===== src/rtl/ifu32_if.sv =====
// Signal bundle for the instruction fetch unit: PC offer, memory request/response
// channel and the instruction port toward the core.
interface ifu32_if #(
  parameter int WIDTH    = 32,
  parameter int INST_MAX = 32
);
  logic                pc_valid;
  logic [WIDTH-1:0]    pc;
  logic                pc_ready;
  logic                flush;
  logic                mem_req_valid;
  logic [WIDTH-1:0]    mem_req_addr;
  logic                mem_req_ready;
  logic                mem_rsp_valid;
  logic [INST_MAX-1:0] mem_rsp_data;
  logic                mem_rsp_err;
  logic                inst_valid;
  logic [INST_MAX-1:0] inst;
  logic [WIDTH-1:0]    inst_pc;
  logic [1:0]          inst_fault;
  logic                inst_ready;

  modport master (
    input  pc_valid, pc, flush, mem_req_ready, mem_rsp_valid, mem_rsp_data,
           mem_rsp_err, inst_ready,
    output pc_ready, mem_req_valid, mem_req_addr, inst_valid, inst, inst_pc,
           inst_fault
  );

  modport slave (
    output pc_valid, pc, flush, mem_req_ready, mem_rsp_valid, mem_rsp_data,
           mem_rsp_err, inst_ready,
    input  pc_ready, mem_req_valid, mem_req_addr, inst_valid, inst, inst_pc,
           inst_fault
  );
endinterface


===== src/rtl/ifu32.sv =====
// Instruction fetch unit: one outstanding memory request at a time, holds the
// fetched instruction with its PC and fault code until the core takes it.
module ifu32 #(
  parameter int               INST_MAX = 32,
  parameter int               WIDTH    = 32,
  parameter logic [INST_MAX-1:0] NOP_INST = 32'h0000_0013
) (
  input  logic     clk,
  input  logic     rst,
  ifu32_if.master  bus
);

  typedef enum logic [2:0] {
    S_IDLE  = 3'd0,
    S_REQ   = 3'd1,
    S_WAIT  = 3'd2,
    S_HOLD  = 3'd3,
    S_DRAIN = 3'd4
  } state_e;

  state_e              state_q, state_d;
  logic [WIDTH-1:0]    addr_q, addr_d;
  logic [WIDTH-1:0]    inst_pc_q, inst_pc_d;
  logic [INST_MAX-1:0] inst_q, inst_d;
  logic [1:0]          fault_q, fault_d;
  logic                req_valid_q, inst_valid_q;
  logic                pc_ready_s, pc_hs_s;

  assign pc_ready_s = ((state_q == S_IDLE) || ((state_q == S_HOLD) && bus.inst_ready))
                      && !bus.flush;
  assign pc_hs_s    = pc_ready_s && bus.pc_valid;

  always_comb begin
    state_d   = state_q;
    addr_d    = addr_q;
    inst_pc_d = inst_pc_q;
    inst_d    = inst_q;
    fault_d   = fault_q;
    case (state_q)
      S_IDLE: state_d = S_IDLE;
      S_REQ: begin
        if (bus.flush) begin
          state_d = bus.mem_req_ready ? S_DRAIN : S_IDLE;
        end else if (bus.mem_req_ready) begin
          state_d = S_WAIT;
        end else begin
          state_d = S_REQ;
        end
      end
      S_WAIT: begin
        if (bus.mem_rsp_valid) begin
          if (bus.flush) begin
            state_d = S_IDLE;
          end else begin
            state_d   = S_HOLD;
            inst_d    = bus.mem_rsp_err ? NOP_INST : bus.mem_rsp_data;
            fault_d   = bus.mem_rsp_err ? 2'd2 : 2'd0;
            inst_pc_d = addr_q;
          end
        end else if (bus.flush) begin
          state_d = S_DRAIN;
        end else begin
          state_d = S_WAIT;
        end
      end
      S_HOLD: begin
        if (bus.flush || bus.inst_ready) begin
          state_d = S_IDLE;
        end else begin
          state_d = S_HOLD;
        end
      end
      // A response that arrives while flush is still high is the one being waited for.
      S_DRAIN: state_d = bus.mem_rsp_valid ? S_IDLE : S_DRAIN;
      default: state_d = S_IDLE;
    endcase

    if (pc_hs_s) begin
      addr_d = bus.pc;
      if (bus.pc[1:0] != 2'b00) begin
        state_d   = S_HOLD;
        inst_d    = NOP_INST;
        fault_d   = 2'd1;
        inst_pc_d = bus.pc;
      end else begin
        state_d = S_REQ;
      end
    end

    if (state_d != S_HOLD) begin
      inst_d = NOP_INST;
    end
  end

  always_ff @(posedge clk or posedge rst) begin
    if (rst) begin
      state_q      <= S_IDLE;
      addr_q       <= '0;
      inst_pc_q    <= '0;
      inst_q       <= NOP_INST;
      fault_q      <= 2'd0;
      req_valid_q  <= 1'b0;
      inst_valid_q <= 1'b0;
    end else begin
      state_q      <= state_d;
      addr_q       <= addr_d;
      inst_pc_q    <= inst_pc_d;
      inst_q       <= inst_d;
      fault_q      <= fault_d;
      req_valid_q  <= (state_d == S_REQ);
      inst_valid_q <= (state_d == S_HOLD);
    end
  end

  assign bus.pc_ready      = pc_ready_s;
  assign bus.mem_req_valid = req_valid_q;
  assign bus.mem_req_addr  = addr_q;
  assign bus.inst_valid    = inst_valid_q;
  assign bus.inst          = inst_q;
  assign bus.inst_pc       = inst_pc_q;
  assign bus.inst_fault    = fault_q;

endmodule


===== src/flat_wrapper.sv =====
// flat-port wrapper written by rule: the top's interface ports become plain ports
module ifu32_flat 
#(
  parameter int               INST_MAX = 32,
  parameter int               WIDTH    = 32,
  parameter logic [INST_MAX-1:0] NOP_INST = 32'h0000_0013
)
  (clk, rst, bus_pc_valid, bus_pc, bus_flush, bus_mem_req_ready, bus_mem_rsp_valid, bus_mem_rsp_data, bus_mem_rsp_err, bus_inst_ready, bus_pc_ready, bus_mem_req_valid, bus_mem_req_addr, bus_inst_valid, bus_inst, bus_inst_pc, bus_inst_fault);
  ifu32_if #(.WIDTH(WIDTH), .INST_MAX(INST_MAX)) bus_i ();
  input  logic clk;
  input  logic rst;
  input wire logic [$bits(bus_i.pc_valid)-1:0] bus_pc_valid;
  input wire logic [$bits(bus_i.pc)-1:0] bus_pc;
  input wire logic [$bits(bus_i.flush)-1:0] bus_flush;
  input wire logic [$bits(bus_i.mem_req_ready)-1:0] bus_mem_req_ready;
  input wire logic [$bits(bus_i.mem_rsp_valid)-1:0] bus_mem_rsp_valid;
  input wire logic [$bits(bus_i.mem_rsp_data)-1:0] bus_mem_rsp_data;
  input wire logic [$bits(bus_i.mem_rsp_err)-1:0] bus_mem_rsp_err;
  input wire logic [$bits(bus_i.inst_ready)-1:0] bus_inst_ready;
  output wire logic [$bits(bus_i.pc_ready)-1:0] bus_pc_ready;
  output wire logic [$bits(bus_i.mem_req_valid)-1:0] bus_mem_req_valid;
  output wire logic [$bits(bus_i.mem_req_addr)-1:0] bus_mem_req_addr;
  output wire logic [$bits(bus_i.inst_valid)-1:0] bus_inst_valid;
  output wire logic [$bits(bus_i.inst)-1:0] bus_inst;
  output wire logic [$bits(bus_i.inst_pc)-1:0] bus_inst_pc;
  output wire logic [$bits(bus_i.inst_fault)-1:0] bus_inst_fault;
  assign bus_i.pc_valid = bus_pc_valid;
  assign bus_i.pc = bus_pc;
  assign bus_i.flush = bus_flush;
  assign bus_i.mem_req_ready = bus_mem_req_ready;
  assign bus_i.mem_rsp_valid = bus_mem_rsp_valid;
  assign bus_i.mem_rsp_data = bus_mem_rsp_data;
  assign bus_i.mem_rsp_err = bus_mem_rsp_err;
  assign bus_i.inst_ready = bus_inst_ready;
  assign bus_pc_ready = bus_i.pc_ready;
  assign bus_mem_req_valid = bus_i.mem_req_valid;
  assign bus_mem_req_addr = bus_i.mem_req_addr;
  assign bus_inst_valid = bus_i.inst_valid;
  assign bus_inst = bus_i.inst;
  assign bus_inst_pc = bus_i.inst_pc;
  assign bus_inst_fault = bus_i.inst_fault;
  ifu32 #(.INST_MAX(INST_MAX), .WIDTH(WIDTH), .NOP_INST(NOP_INST)) u_core (.clk(clk), .rst(rst), .bus(bus_i));
endmodule

===== config.mk =====
export PLATFORM = sky130hd
export DESIGN_NAME = ifu32_flat
export DESIGN_NICKNAME = d
export VERILOG_FILES = /design/src/rtl/ifu32_if.sv /design/src/rtl/ifu32.sv /design/src/flat_wrapper.sv
export SDC_FILE = /design/constraint.sdc
export NUM_CORES = 1
export LEC_CHECK = 0
export ABC_AREA = 1
export CELL_PAD_IN_SITES_DETAIL_PLACEMENT = 2
export CELL_PAD_IN_SITES_GLOBAL_PLACEMENT = 2
export CORE_UTILIZATION = 27
export DETAILED_ROUTE_END_ITERATION = 10
export PLACE_DENSITY_LB_ADDON = 0.1
export SETUP_SLACK_MARGIN = 0.02
export SYNTH_ARGS = -nofsm -noshare
export SYNTH_HDL_FRONTEND = slang
export SYNTH_SLANG_ARGS = --single-unit
export TNS_END_PERCENT = 30

===== constraint.sdc =====
create_clock -name clk -period 5.2 [get_ports clk]
set_input_delay 1.04 -clock clk [delete_from_list [all_inputs] [get_ports clk]]
set_output_delay 1.04 -clock clk [all_outputs]
set_load 0.005 [all_outputs]

==> impl_summary.md <==
Timing
The shortest clock period the worst path allows after layout is 3570 ps. The setup-violating endpoint count in the final report is 0. The final hold violation count is 0. Between clock sinks in the finished design, the worst skew comes to 6.64 ps. The max-slew violation count is 0. Dividing the final minimum period by the clock period gives 68.6%.

For the pin with the worst max-slew slack, the measured transition is 1160 ps. Setup repair after global routing left no endpoint under its margin. Hold is met by 500 ps.

The sum of negative setup slack is 0 ps. Headroom to the max-slew limit came out at 22.4%. The maximum clock frequency is 0.280 GHz.

Drt
The first TritonRoute pass finished after 4 iterations. The final route contains 4720 vias. In this run, the number of DRC markers left after iteration 0 of detailed routing was 139. The remaining antenna violation count is 0. The detail-routed net length per standard cell is 16.4 microns. The average via count per standard cell is 4.60. The detailed-route DRC error count is 0. The routed design has 16800 microns of wire.

Worst hold path
The worst hold path terminates at u_core.bus.inst_fault[0]. The number of instances on the worst hold path is 2. The tightest min-delay check is of the flip-flop to flip-flop type. The startpoint of the most critical hold path is u_core.bus.inst_fault[0].

Global routing
The met1 global-route usage is 22.4%. For met3 alone, demand over resource in global routing was 3.38%. The first global-routing pass estimated 26900 microns of wire. The met2 usage in global routing is 33.7%. The number of global-route vias before repair is 5269. The remaining global-route overflow is 0. The largest net degree at the start of global routing is 72.

The initial antenna violation count is 0. For this run, the total global-route usage over all layers was measured as 18.7%. met2 is the most crowded layer.

Floorplan
The top-level I/O count is 173. The total area inside the core boundary comes to 18000 sq um. The cell row count is 49. The die is 138 microns wide. The floorplan step defined a die boundary enclosing 18900 sq um. The initial core utilization is 27.6%.

The die height is 138 microns.

Clock tree
The number of instances resized during post-cts repair is 0. CTS built an H-tree with a depth of 3. The clock-pin slew on the worst setup and hold paths is 70 ps. The clock reaches the later pin of the worst-skew pair after 350 ps. The number of buffers inserted by post-CTS setup repair is 0. The tree is rooted in a sky130_fd_sc_hd__clkbuf_16.

The count of hold-fix buffers inserted at cts is 0. The CTS tree is built. The number of sinks driven by the clock tree is 103. The number of clock buffers added by TritonCTS is 9. The maximum buffer depth of the clock tree is 2.

Status
The flow ran to the end, and the final reports show no timing, DRC or antenna violations.

Logic synthesis
In this run, synthesis produced a sequential element count of 103. For this run, the number of Yosys warnings is 0. The net count after synthesis is 711. The average cell area after synthesis is 7.78 sq um. The mapped netlist covers 4970 sq um. The post-synthesis instance total is 639.

The number of distinct standard cells referenced by the synthesized netlist is 23. The share of the Yosys chip area taken by registers is 52.0%.

Critical path
Data on the critical path arrives at its endpoint at 3770 ps. Walking the worst path, the cells encountered are clkdlybuf4s50_1 -> nor2_2 -> nand3_2 -> buf_4 -> nand2_1 -> nor2_2 -> nand2_4 -> nand2_2 -> nor2_2. The highest-delay cell along the critical path is sky130_fd_sc_hd__nand2_2. In this run the register-to-register setup slack is 2500 ps. The classification of the worst setup path is input port to flip-flop. The reg-to-reg critical path startpoint is u_core.state_q[0]. STA classifies the critical path endpoint as a flip-flop. For the worst setup path, the data required time is 5400 ps. In this run the critical register-to-register path is captured at u_core.bus.inst[8]. For the worst flop-to-flop path, the logic depth is 8. In this run the worst path has a maximum fanout of 71.

The highest cell delay on the worst timing path is 700 ps. The startpoint type of the worst setup path is an input port. In this design, the critical path's most frequently occurring cell is sky130_fd_sc_hd__nor2_2.

Finish
The layout has 2034 filler cells. The library cell used most frequently in the layout, excluding fill and tap cells, is sky130_fd_sc_hd__nand2_1. The area growth from synthesis to final layout is 43.3%.

Cells with a size suffix above 1 make up 9.03% of the layout. The number of nets in the finished design is 865. The top cell types in the final layout, fill and taps aside, are 223 x sky130_fd_sc_hd__nand2_1, 172 x sky130_fd_sc_hd__clkdlybuf4s50_1, 100 x sky130_fd_sc_hd__dfrtp_1.

Flow run
Across the run, the number of max-cap violations was 0.

Placement
The count of buffers from port buffering is 172. At the end of routability-driven placement, the weighted congestion stood at 0.838. Detailed placement finished with a half-perimeter wire length of 11700 microns.

Power and ir drop
The largest vdd supply drop is 0.164 mV. The power density over cell area is 457 nW/um^2. The analysis attributes to cell leakage a power of 3.49 nW.
## how the worst max path moves through the flow
stage | from | end | cells after the start
2_1_floorplan | rst | u_core.bus.inst[10] | 1
3_3_place_gp | bus_flush | u_core.bus.inst[20] | 9
3_5_place_dp | bus_flush | u_core.bus.inst[24] | 9
4_1_cts | bus_flush | u_core.bus.inst[22] | 9
5_1_grt | bus_flush | u_core.bus.inst[22] | 9
6_report | bus_flush | u_core.bus.inst[8] | 9
## power by group
group	switching, mW	internal, mW
sequential	0.201	1.06
clock	0.296	0.397
combinational	0.620	0.681
total	1.12	2.13
## logic make-up after synthesis
logic type | count (synthesis) | share of synthesized area (%)
AND/OR/NAND/NOR | 309 | 27.1
buffers and inverters | 138 | 11.9
flip-flops | 103 | 52.0
AO/OA/AOI/OAI | 89 | 9.02
## synthesized netlist by cell type (all sizes together)
master	count	area, sq um
nand4	6	52.6
dfrtp	100	2500
nand2	226	861
a22oi	1	7.51
nor2	37	219
dfstp	3	78.8
o21ai	86	430
buf	23	160
inv	102	383
clkinv	1	3.75
clkbuf	12	45.0
a21oi	2	10.0
or2	4	25.0
nand3	36	190
## critical path: cells and delay by family
family                 cells  cell delay [ps]
buffers and inverters      2             1310
and+or+nand+nor            7             1370
## layer usage
metal,vias to the layer above,part of all wire [%]
met3,11,4.9
met1,2360,43
met4,0,1.1
met5,-,0
li1,2247,-
met2,102,51
## metrics by stage
stage / cell area, sq um / instances / utilization [%] / power, mW / setup WS [ps]
3_3_place_gp: 6820 / 1011 / 37.8 / 2.53 / 1330
3_5_place_dp: 6820 / 1011 / 37.8 / 2.60 / 1160
4_1_cts: 7120 / 1026 / 39.5 / 3.33 / 1540
6_report: 7120 / 1027 / 39.5 / 3.25 / 1630
2_1_floorplan: 4970 / 639 / - / 1.84 / 1460
5_1_grt: 7120 / 1026 / 39.5 / 3.51 / 1400
## flip-flops by register name (all words and copies together) (netlist names)
name	count
u_core.bus.inst	32
u_core.bus.mem_req_addr	32
u_core.state_q	3
u_core.bus.inst_pc	32
u_core.bus.mem_req_valid	1
u_core.bus.inst_valid	1
u_core.bus.inst_fault	2
## layout make-up
cell class	instances	area [sq um]	share of cell area (%)
clock buffer	12	256	3.60
clock inverter	3	42.5	0.597
tap	229	287	4.02
multi-input combinational	398	1800	25.2
inverter	103	389	5.46
sequential	103	2580	36.3
antenna	1	2.50	0.0351
timing repair buffer	178	1770	24.8
No activity file was read; power rests on OpenSTA's default activity.
==> patch 1: new RTL, same flow settings <==
`WIDTH` is set to 32 in 3 places; all go to 48.
--- a/src/rtl/ifu32_if.sv
+++ b/src/rtl/ifu32_if.sv
@@ -1,7 +1,7 @@
 // Signal bundle for the instruction fetch unit: PC offer, memory request/response
 // channel and the instruction port toward the core.
 interface ifu32_if #(
-  parameter int WIDTH    = 32,
+  parameter int WIDTH    = 48,
   parameter int INST_MAX = 32
 );
   logic                pc_valid;
--- a/src/rtl/ifu32.sv
+++ b/src/rtl/ifu32.sv
@@ -2,7 +2,7 @@
 // fetched instruction with its PC and fault code until the core takes it.
 module ifu32 #(
   parameter int               INST_MAX = 32,
-  parameter int               WIDTH    = 32,
+  parameter int               WIDTH    = 48,
   parameter logic [INST_MAX-1:0] NOP_INST = 32'h0000_0013
 ) (
   input  logic     clk,
--- a/src/flat_wrapper.sv
+++ b/src/flat_wrapper.sv
@@ -2,7 +2,7 @@
 module ifu32_flat 
 #(
   parameter int               INST_MAX = 32,
-  parameter int               WIDTH    = 32,
+  parameter int               WIDTH    = 48,
   parameter logic [INST_MAX-1:0] NOP_INST = 32'h0000_0013
 )
   (clk, rst, bus_pc_valid, bus_pc, bus_flush, bus_mem_req_ready, bus_mem_rsp_valid, bus_mem_rsp_data, bus_mem_rsp_err, bus_inst_ready, bus_pc_ready, bus_mem_req_valid, bus_mem_req_addr, bus_inst_valid, bus_inst, bus_inst_pc, bus_inst_fault);
Ports: changed (resized bus_inst_pc, bus_mem_req_addr and bus_pc); port bits go from 173 to 221. The function was not compared with the original's and may differ.
==> patch 1 against the original RTL <==
Maximum frequency up 1.6%. Area after synthesis increased by 27%. Synthesized cell count grew 27%. Routed wire length up 30%. Total power grew 45%. Sequential cell count is 32 higher. Worst setup slack gained 0.056 ns. Cell area increased by 31%. Critical path type is now in2out. Critical endpoint is now bus_pc_ready.
==> patch 1: results (changes against the original RTL) <==
stage,metric,value,unit,change
setup_path,reg2reg setup slack,2.73,ns,was 2.50 ns
sta,hold slack,0.513,ns,was 0.500 ns
grt,gr usage total,18.7,%,about the same
sta,fin crit share,67.6,%,was 68.6%
grt,largest net degree at the start of global routing,87,,was 72
setup_path,Arrival @ worst endpoint,2.47,ns,was 3.77 ns
finish,Fill cells,2649,,was 2034
power_and_ir_drop,Sw Share,34.3,%,was 34.4%
power_and_ir_drop,P_comb,0.00181,W,was 0.00130 W
run_status,outcome,"complete, no violations",,unchanged
finish,Layout Nets,1100,,was 865
logic_synthesis,sequential share of the synthesized area,53.4,%,was 52.0%
clocking,CTS Buf Count,17,,was 9
power_and_ir_drop,Max rail drop VDD,221,µV,was 164 µV
placement,port buffer count,220,,was 172
power_and_ir_drop,static leakage,4.58,nW,was 3.49 nW
power_and_ir_drop,clk pwr,0.00122,W,was 0.000693 W
placement,"worst slack, placed",1.52,ns,was 1.16 ns
logic_synthesis,"top cells by area, synth","dfrtp_1, nand2_1, inv_1, o21ai_0, o21ai_1",,"was dfrtp_1, nand2_1, inv_1, o21ai_1, nor2_2"
grt,first-pass GRT wire length,34700,µm,was 26900 µm
drt,DRT iter0 DRCs,195,,was 139
setup_path,critical path peak fanout,2,,was 71
logic_synthesis,Synth cell types,25,,was 23
sta,Layout Skew,0.0146,ns,was 0.00664 ns
grt,number of global-route vias before repair,6413,,was 5269
finish,post-route insts no fill,1339,,was 1027
logic_synthesis,Post-Syn Instances,810,,was 639
logic_synthesis,syn_nets,898,,was 711
clocking,worst skew pair latency,0.42,ns,was 0.35 ns
clocking,H-tree Lvls,4,,was 3
logic_synthesis,Post-synth top cells,"nand2_1, dfrtp_1, inv_1, o21ai_0, o21ai_1",,"was nand2_1, dfrtp_1, inv_1, o21ai_1, o21ai_0"
finish,fin util,40.7,%,was 39.5%
placement,gp weighted congestion,0.722,,was 0.838
finish,layout cells sized above 1,6.44,%,was 9.03%
drt,drt total wl,21900,µm,was 16800 µm
-- patch 1: cell types whose count changed after synthesis, sizes merged --
cell / unedited run / this run
buf: 23 / 29
clkbuf: 12 / 17
dfrtp: 100 / 132
inv: 102 / 118
nand2: 226 / 306
o21ai: 86 / 118
-- patch 1: path summary, 6_finish.rpt --
check                                             from                           to  cells after the start
setup reg to reg                     u_core.state_q[1]       u_core.bus.inst_pc[23]                      8
hold reg to reg            u_core.bus.mem_req_addr[36]  u_core.bus.mem_req_addr[36]                      2
max in group asynchronous                          rst           u_core.bus.inst[1]                      3
setup / recovery                        bus_inst_ready                 bus_pc_ready                      4
min in group asynchronous                          rst  u_core.bus.mem_req_addr[23]                      2
hold / removal             u_core.bus.mem_req_addr[36]  u_core.bus.mem_req_addr[36]                      2
-- patch 1: critical path, cell delays in order --
cell,delay (ns)
clkdlybuf4s50_1,0.52
nand4_1,0.15
a21oi_1,0.22
clkdlybuf4s50_1,0.54
-- patch 1: kinds of logic (layout without fill, tap and decap cells) --
family | after synthesis | after routing | synth area share (%)
other cells | 0 | 1 | 0
compound gates | 121 | 121 | 9.60
buf+inv | 165 | 380 | 11.9
simple gates | 389 | 389 | 25.1
flops | 135 | 135 | 53.4
-- patch 1: cell type report --
type                            instances  area share [%]
Sequential cell                       135            36.4
Timing Repair Buffer                  229            24.4
Multi-Input combinational cell        510            23.7
Inverter                              119            4.86
Clock buffer                           18            4.73
Tap cell                              313            4.21
Clock inverter                         14            1.63
Antenna cell                            1          0.0269
-- patch 1: routing by layer --
layer / wire [µm] / vias up / GRT usage (%)
li1: - / 2882 / -
met1: 9480 / 2899 / 22.2
met2: 10800 / 138 / 32.3
met3: 1340 / 17 / 5.71
met4: 290 / 0 / 5.70
met5: 0 / - / 0
==> patch 2: new RTL, config.mk and constraints unchanged <==
Without the edit above. `addr_q` no longer has a reset.
--- a/src/rtl/ifu32.sv
+++ b/src/rtl/ifu32.sv
@@ -95,7 +95,6 @@
   always_ff @(posedge clk or posedge rst) begin
     if (rst) begin
       state_q      <= S_IDLE;
-      addr_q       <= '0;
       inst_pc_q    <= '0;
       inst_q       <= NOP_INST;
       fault_q      <= 2'd0;
@@ -103,13 +102,16 @@
       inst_valid_q <= 1'b0;
     end else begin
       state_q      <= state_d;
-      addr_q       <= addr_d;
       inst_pc_q    <= inst_pc_d;
       inst_q       <= inst_d;
       fault_q      <= fault_d;
       req_valid_q  <= (state_d == S_REQ);
       inst_valid_q <= (state_d == S_HOLD);
     end
+  end
+
+  always_ff @(posedge clk) begin
+    addr_q <= addr_d;
   end
 
   assign bus.pc_ready      = pc_ready_s;
Check against the original RTL: not equivalent (Yosys sat finds a counterexample within 4 cycles, from zero or initial values and one cycle with rst high).
==> patch 2 against the original RTL <==
Combinational power down 22%. Critical path depth down 5. Critical endpoint is now bus_pc_ready. Routed wire length down 4.8%. Sequential share of layout area up 3.4 points. Sequential cell count unchanged. Worst setup slack better by 0.18 ns. Area after synthesis down 4.4%. Register-to-register slack better by 0.17 ns. Cell area down 2.8%. Non-clock buffer count down 2. Sequential power down 9.5%. Die area down 4.4%. Total power down 11%.
==> patch 2: results (changes against the original RTL) <==
stage,metric,value,unit,change
finish,Fill cells,1876,,was 2034
finish,ClkCell Share,4.63,%,was 4.20%
drt,vias per cell,4.57,,was 4.60
setup_path,critical path's top delay family,buffers and inverters,,was simple AND/OR/NAND/NOR gates
logic_synthesis,sequential share of the synthesized area,57.7,%,was 52.0%
clocking,CTS root buf,clkbuf_16,,unchanged
setup_path,Reg2Reg Capture Point,u_core.bus.inst_pc[22],,was u_core.bus.inst[8]
clocking,"Reg clk slew, reported paths",0.07,ns,about the same
sta,hold slack,0.489,ns,was 0.500 ns
sta,Layout Skew,0.00608,ns,was 0.00664 ns
finish,post-route insts no fill,953,,was 1027
logic_synthesis,"top cells by area, synth","dfrtp_1, edfxtp_1, nand2_1, inv_1, nand3_1",,"was dfrtp_1, nand2_1, inv_1, o21ai_1, nor2_2"
grt,gr usage total,18.7,%,about the same
floorplan,chip width,135,µm,was 138 µm
placement,# placed instances,937,,was 1011
logic_synthesis,Post-Syn Instances,566,,was 639
drt,routed len/inst,16.8,µm,was 16.4 µm
run_status,outcome,"complete, no violations",,unchanged
finish,clkbuf count,10,,was 12
finish,Layout Nets,795,,was 865
drt,DRT iter0 DRCs,145,,was 139
setup_path,worst reg-to-reg path cell count,7,,was 8
finish,"Buffers, non-clock",176,,was 178
grt,first-pass GRT wire length,25900,µm,was 26900 µm
power_and_ir_drop,static leakage,3.25,nW,was 3.49 nW
grt,number of global-route vias before repair,4931,,was 5269
logic_synthesis,ys async rst share,68.9,%,was 100%
logic_synthesis,Post-synth EDFFs,32,,was 0
placement,Post-DP Area,6600,µm²,was 6820 µm²
power_and_ir_drop,Int Power,0.00195,W,was 0.00213 W
finish,Reg area,2740,µm²,was 2580 µm²
setup_path,CP endpoint,bus_pc_ready,,was u_core.bus.inst[8]
placement,"worst slack, placed",1.59,ns,was 1.16 ns
logic_synthesis,post-synthesis compound-gate area fraction,3.74,%,was 9.02%
placement,gp weighted congestion,0.723,,was 0.838
setup_path,CP Launch Point,bus_inst_ready,,was bus_flush
setup_path,reg2reg setup slack,2.67,ns,was 2.50 ns
setup_path,Arrival @ worst endpoint,2.35,ns,was 3.77 ns
finish,Non-clock inverters,75,,was 103
finish,fraction of area in non-clock buffers,25.3,%,was 24.8%
finish,n_diodes,0,,was 1
finish,post-route cell area,6920,µm²,was 7120 µm²
finish,layout cells sized above 1,6.73,%,was 9.03%
power_and_ir_drop,Max rail drop VDD,150,µV,was 164 µV
patch 2: cell count changes after synthesis, sizes merged:
cell    before  now
o21ai       86   32
inv        102   75
edfxtp       0   32
dfrtp      100   68
nand2      226  240
clkinv       1    0
nand3       36   35
nor3         0    1
clkbuf      12    7
patch 2: routing by layer:
layer	routed length, µm	vias to the layer above	GRT usage, %
li1	-	2045	-
met1	6800	2167	22.7
met2	8010	123	32.4
met3	949	16	4.32
met4	280	0	6.37
met5	0	-	0
patch 2: power groups by stage:
| stage | clock network (W) | registers (W) | logic [W] |
|---|---|---|---|
| 4_1_cts | 0.000769 | 0.00115 | 0.00105 |
| 3_3_place_gp | 0 | 0.00115 | 0.000987 |
| 6_report | 0.000745 | 0.00114 | 0.00102 |
| 3_5_place_dp | 0 | 0.00116 | 0.00104 |
| 5_1_grt | 0.000793 | 0.00117 | 0.00115 |
| 2_1_floorplan | 0 | 0.00115 | 0.000483 |
